==> src/rtl/binop_alu.sv <==
// Single-issue binary ALU with a valid/ready handshake on both sides; divide and
// modulo run a serial restoring divider (one bit per cycle), every other op takes one cycle.
module binop_alu #(
  parameter int NBITS = 8,
  localparam int DIV_CYCLES = NBITS
) (
  input  logic             clk,
  input  logic             rst,
  input  logic [NBITS-1:0] a,
  input  logic [NBITS-1:0] b,
  input  logic [2:0]       op,
  input  logic             in_valid,
  output logic             in_ready,
  output logic [NBITS-1:0] xout,
  output logic [NBITS-1:0] xhi,
  output logic             dz,
  output logic             out_valid,
  input  logic             out_ready
);

  localparam logic [2:0] OP_ADD = 3'd0;
  localparam logic [2:0] OP_SUB = 3'd1;
  localparam logic [2:0] OP_MUL = 3'd2;
  localparam logic [2:0] OP_DIV = 3'd3;
  localparam logic [2:0] OP_MOD = 3'd4;
  localparam logic [2:0] OP_SHL = 3'd5;
  localparam logic [2:0] OP_SHR = 3'd6;
  localparam logic [2:0] OP_XOR = 3'd7;

  localparam int CW = (DIV_CYCLES > 1) ? $clog2(DIV_CYCLES) : 1;

  typedef enum logic [1:0] {
    IDLE = 2'd0,
    DIV  = 2'd1,
    DONE = 2'd2
  } state_t;

  state_t state;

  logic [CW-1:0]      cnt;
  logic [NBITS-1:0]   rem;
  logic [NBITS-1:0]   quo;
  logic [NBITS-1:0]   divisor;
  logic               op_mod;

  logic               accept;
  logic               is_div_op;
  logic [NBITS:0]     sum;
  logic [NBITS:0]     diff;
  logic [2*NBITS-1:0] prod;
  logic               shift_ovf;
  logic [NBITS-1:0]   alu_lo;
  logic [NBITS-1:0]   alu_hi;

  logic [NBITS:0]     rsh;
  logic               ge;
  logic [NBITS-1:0]   rem_nx;
  logic [NBITS-1:0]   quo_nx;

  assign in_ready  = (state == IDLE) || ((state == DONE) && out_ready);
  assign accept    = in_valid && in_ready;
  assign out_valid = (state == DONE);
  assign is_div_op = (op == OP_DIV) || (op == OP_MOD);

  assign sum       = {1'b0, a} + {1'b0, b};
  assign diff      = {1'b0, a} - {1'b0, b};
  assign prod      = {{NBITS{1'b0}}, a} * {{NBITS{1'b0}}, b};
  assign shift_ovf = (32'(b) >= 32'(NBITS));

  always_comb begin
    alu_lo = '0;
    alu_hi = '0;
    case (op)
      OP_ADD: begin
        alu_lo = sum[NBITS-1:0];
        alu_hi = {{(NBITS-1){1'b0}}, sum[NBITS]};
      end
      OP_SUB: begin
        alu_lo = diff[NBITS-1:0];
        alu_hi = {{(NBITS-1){1'b0}}, diff[NBITS]};
      end
      OP_MUL: begin
        alu_lo = prod[NBITS-1:0];
        alu_hi = prod[2*NBITS-1:NBITS];
      end
      OP_SHL: alu_lo = shift_ovf ? '0 : (a << b);
      OP_SHR: alu_lo = shift_ovf ? '0 : (a >> b);
      OP_XOR: alu_lo = a ^ b;
      default: ;
    endcase
  end

  // One restoring step: shift the next dividend bit into the partial remainder
  // and subtract when it fits. A zero divisor always "fits", which naturally
  // yields an all-ones quotient and leaves the dividend as the remainder.
  assign rsh    = {rem, quo[NBITS-1]};
  assign ge     = (rsh >= {1'b0, divisor});
  assign rem_nx = ge ? (rsh[NBITS-1:0] - divisor) : rsh[NBITS-1:0];
  assign quo_nx = {quo[NBITS-2:0], ge};

  always_ff @(posedge clk) begin
    if (rst) begin
      state   <= IDLE;
      xout    <= '0;
      xhi     <= '0;
      dz      <= 1'b0;
      cnt     <= '0;
      rem     <= '0;
      quo     <= '0;
      divisor <= '0;
      op_mod  <= 1'b0;
    end else if (state == DIV) begin
      rem <= rem_nx;
      quo <= quo_nx;
      cnt <= cnt + CW'(1);
      if (cnt == CW'(DIV_CYCLES - 1)) begin
        state <= DONE;
        xout  <= op_mod ? rem_nx : quo_nx;
        xhi   <= op_mod ? quo_nx : rem_nx;
        dz    <= (divisor == '0);
      end
    end else if (accept) begin
      if (is_div_op) begin
        state   <= DIV;
        cnt     <= '0;
        rem     <= '0;
        quo     <= a;
        divisor <= b;
        op_mod  <= (op == OP_MOD);
      end else begin
        state <= DONE;
        xout  <= alu_lo;
        xhi   <= alu_hi;
        dz    <= 1'b0;
      end
    end else if ((state == DONE) && out_ready) begin
      state <= IDLE;
    end
  end

endmodule

==> config.mk <==
export PLATFORM = sky130hd
export DESIGN_NAME = binop_alu
export DESIGN_NICKNAME = d
export VERILOG_FILES = /design/src/rtl/binop_alu.sv
export SDC_FILE = /design/constraint.sdc
export NUM_CORES = 1
export LEC_CHECK = 0
export BUFFER_PORTS_ARGS = -buffer_cell sky130_fd_sc_hd__clkbuf_2
export CORE_MARGIN = 2
export CORE_UTILIZATION = 41
export DETAILED_ROUTE_END_ITERATION = 12
export GPL_ROUTABILITY_DRIVEN = 0
export GPL_TIMING_DRIVEN = 0
export SLEW_MARGIN = 10
export SYNTH_ARGS = -nofsm -noshare
export SYNTH_HDL_FRONTEND = slang
export SYNTH_SLANG_ARGS = --single-unit
==> constraint.sdc <==
create_clock -name clk -period 4.2 [get_ports clk]
set_clock_uncertainty 0.15 [all_clocks]
set_input_delay 0.21 -clock clk [delete_from_list [all_inputs] [get_ports clk]]
set_output_delay 0.21 -clock clk [all_outputs]
set_load 0.01 [all_outputs]
==> qor.txt <==
Post-synth EDFFs: 0
startpoint types: input pin
cell breakdown of the critical path: buf_8, buf_8, clkbuf_16, and2_4, fa_1, fa_1, fa_1, inv_1, fa_1, inv_2, ha_4, a211oi_4, o31a_1, o21bai_1, xor2_1, a221oi_2, a211oi_1
Setup WS post-layout: 0.0517 ns
HP Start: in_valid
later-pin clock latency in the skew report: 0.29 ns
maxcap violations: 0
IO buf count: 39
Sw Ratio: 0.449
DR vias/cell: 6.00
CP most frequent cell: fa_1
Final Cycle Share: 0.988
Die H: 129 um
combinational fraction of design power: 0.627
Cell Area, Placed: 6870 sq um
Ports: 42
Leak: 0.00321 uW
TritonCTS clock tree: built
Routed WL: 21.2 mm
Inserted Clock Buffers: 5
Max Slew Vio Count: 0
CP max FO: 5
Antenna Cells: 0
all-layer global routing usage: 0.256
Area Overhead vs Synth: 17.5%
post-synthesis sequential area ratio: 0.147
Highest Signal Layer: met4
Antenna Violating Nets Remaining: 0
Least-Margin Pin Slew: 0.778 ns
WP buf/inv: 5
syn_area_per_cell: 7.92 sq um
Syn Std Cell Area: 6390 sq um
Syn. warnings: 0
initial antenna violation count: 0
Area contributors post-synth: dfxtp_1, fa_1, ha_1
max_slew headroom: 0.479
CTS Hold Bufs: 0
die area: 16600 sq um
Peak VDD IR: 0.278 mV
CTS Buffer Depth: 2
Rows: 45
Hold Violations, Final: 0
Post-Synthesis Net Count: 931
DP HPWL: 16.6 mm
Nets: 994
Iter 0 DRT Violations: 548
pre-CTS setup slack: -0.938 ns
core region area: 15200 sq um
Synth Instances: 807
clk root buf: clkbuf_16
non-filler cells, final: 1059
Initial Util: 0.421
Worst EP arrival: 4.15 ns
top cell type by total area after synthesis: dfxtp_1
layout cells sized above 1: 0.157
Unique masters post-synth: 75
Power Internal: 1470 uW
vias post-DR: 6352
Die W: 129 um
largest net degree at the start of global routing: 20
Required @ worst endpoint: 4.20 ns
CP delay by family, top: adder cells
Final Cell Area: 7510 sq um
Top FF cell, synth: dfxtp_1
met1 wire length: 9.54 mm
Yosys reg bits: 47
Synth top area share: 0.147
Worst-path clk slew: 0.07 ns
Crit. Startpoint: b[2]
power per standard cell area: 356 nW/um^2
dpl cells: 1034
hold_ws: 0.0439 ns
first-pass GRT wire length: 33.3 mm
routed length on met2: 9.76 mm
Seq pwr share: 0.190
Critical-path top delay cell: fa_1
CP peak stage delay: 0.52 ns
critical path endpoint category: flop
P_sw: 1200 uW
Min-Delay Path Class: input pin to flop
worst r2r src: divisor[5]$_SDFFE_PP0P_
grt ovf: 0
vias in the first global route: 5930
Peak Freq: 241 MHz
wire per inst: 20.0 um
DRT Pass-1 Iters: 5
unrepaired setup endpoints after global routing: yes
# H-tree levels: 2
Final Setup Violations: 0
clock share of power: 0.183
total clock sinks: 47
outcome: completed
minimum clock period: 4.15 ns
DRC errors left: 0
post-synthesis async set-or-reset flop share: 0
fillers: 1524
Setup CP Type: input pin to flop
DR WL met3: 1.11 mm
[registers in the layout, indices dropped and copies added (netlist names)]
register and cells:
xhi 8, quo 8, state 2, divisor 8, dz 1, rem 8, xout 8, cnt 3
op_mod 1
[cell type report]
type | count | area, sq um | area share
clock buffers | 6 | 139 | 0.0185
inverters | 86 | 327 | 0.0435
flip-flops and latches | 47 | 941 | 0.125
clock inverters | 2 | 38.8 | 0.00516
multi-input cells | 626 | 5140 | 0.685
plain buffers | 44 | 283 | 0.0377
repair buffers | 60 | 405 | 0.0540
well taps | 188 | 235 | 0.0313
[power by group through the flow]
stage	Sequential (uW)	Combinational [uW]	Clock (uW)
2_1_floorplan	514	1000	0
3_3_place_gp	517	1370	0
3_5_place_dp	517	1390	0
4_1_cts	507	1570	485
5_1_grt	511	1850	504
6_report	508	1680	488
[worst reg2reg max path, stage by stage (launching register included)]
cell and delay, ns:
dfxtp_1 0.36, inv_1 0.05, ha_1 0.26, clkbuf_1 0.28, nand4b_1 0.13, nor3_1 0.37, nor3_1 0.10, clkbuf_1 0.23
a211oi_1 0.60, o311ai_1 0.28, a211oi_2 0.23
[per-layer routing]
metal / vias up / track usage
li1: 3000 / -
met1: 3056 / 0.362
met2: 250 / 0.412
met3: 46 / 0.0216
met4: 0 / 0.0882
met5: - / 0
[per-stage QoR]
stage / power, uW / setup TNS, ns / util
floorplan: 1520 / -0.0366 / -
detailed placement: 1910 / -7.90 / 0.452
global placement: 1890 / -7.49 / 0.452
finish: 2670 / 0 / 0.494
CTS: 2560 / 0 / 0.484
global route: 2860 / -0.518 / 0.494
[logic make-up after synthesis]
logic type / synth area share
AOI/OAI and AO/OA: 0.233
DFF: 0.147
adders and majority gates: 0.243
buffers and inverters: 0.0816
muxes: 0.0673
and+or+nand+nor: 0.204
xor gates and xnor gates: 0.0233
[cells in the mapped netlist, drive strengths merged (3+ instances only)]
master / instances
or4: 3
mux2i: 25
o31a: 6
nand4b: 3
o21a: 6
nor3: 13
inv: 84
nor4: 10
o21bai: 5
xor2: 5
a311oi: 7
nand2b: 11
dfxtp: 47
nand3b: 6
a22oi: 6
a31oi: 6
nand2: 48
a221oi: 11
o311ai: 3
xnor2: 12
fa: 39
and4: 3
and3: 9
nor3b: 5
o21ai: 38
nor2b: 11
buf: 12
o31ai: 7
nor2: 80
ha: 62
nand3: 7
or3b: 4
mux2: 8
o211ai: 8
a211oi: 24
clkbuf: 36
and2: 35
o22ai: 7
a21o: 8
nand4: 3
a21oi: 48
o221ai: 4
mux4: 4
[repair_timing]
item,CTS,global route
setup endpoints to repair,11,9
setup buffers,14,7
resized for setup,50,40
cloned,0,0
pin swaps,23,25
[path summary, 6_finish.rpt]
check                                              to  slack, ns  cells after the start
worst min register to register        dz$_SDFFE_PP0P_       0.32                      2
worst min-delay path            state[1]$_SDFFE_PP0P_       0.04                      3
worst max-delay path              xhi[2]$_SDFFE_PP0P_       0.05                     17
worst max register to register    xhi[3]$_SDFFE_PP0P_       1.07                     10
[cells in the final DEF, fill, tap and decap left out, types with 7 or more instances in the layout]
cell and count:
buf_2 9, mux2i_1 25, buf_8 7, xnor2_1 12, nor3_1 13, clkbuf_1 24
nor4_1 8, buf_4 24, nand3_1 7, o21ai_0 24, ha_1 55, nand2b_1 10
nor2_1 79, o21ai_1 13, inv_1 78, nand2_1 45, and2_1 33, o211ai_1 8
a21o_1 8, a211oi_1 21, a21oi_1 44, and3_1 9, dfxtp_1 47, fa_1 38
nor2b_1 11, o22ai_1 7, a221oi_1 9, clkbuf_2 27
Note: power is estimated with default switching activity, not from simulation.
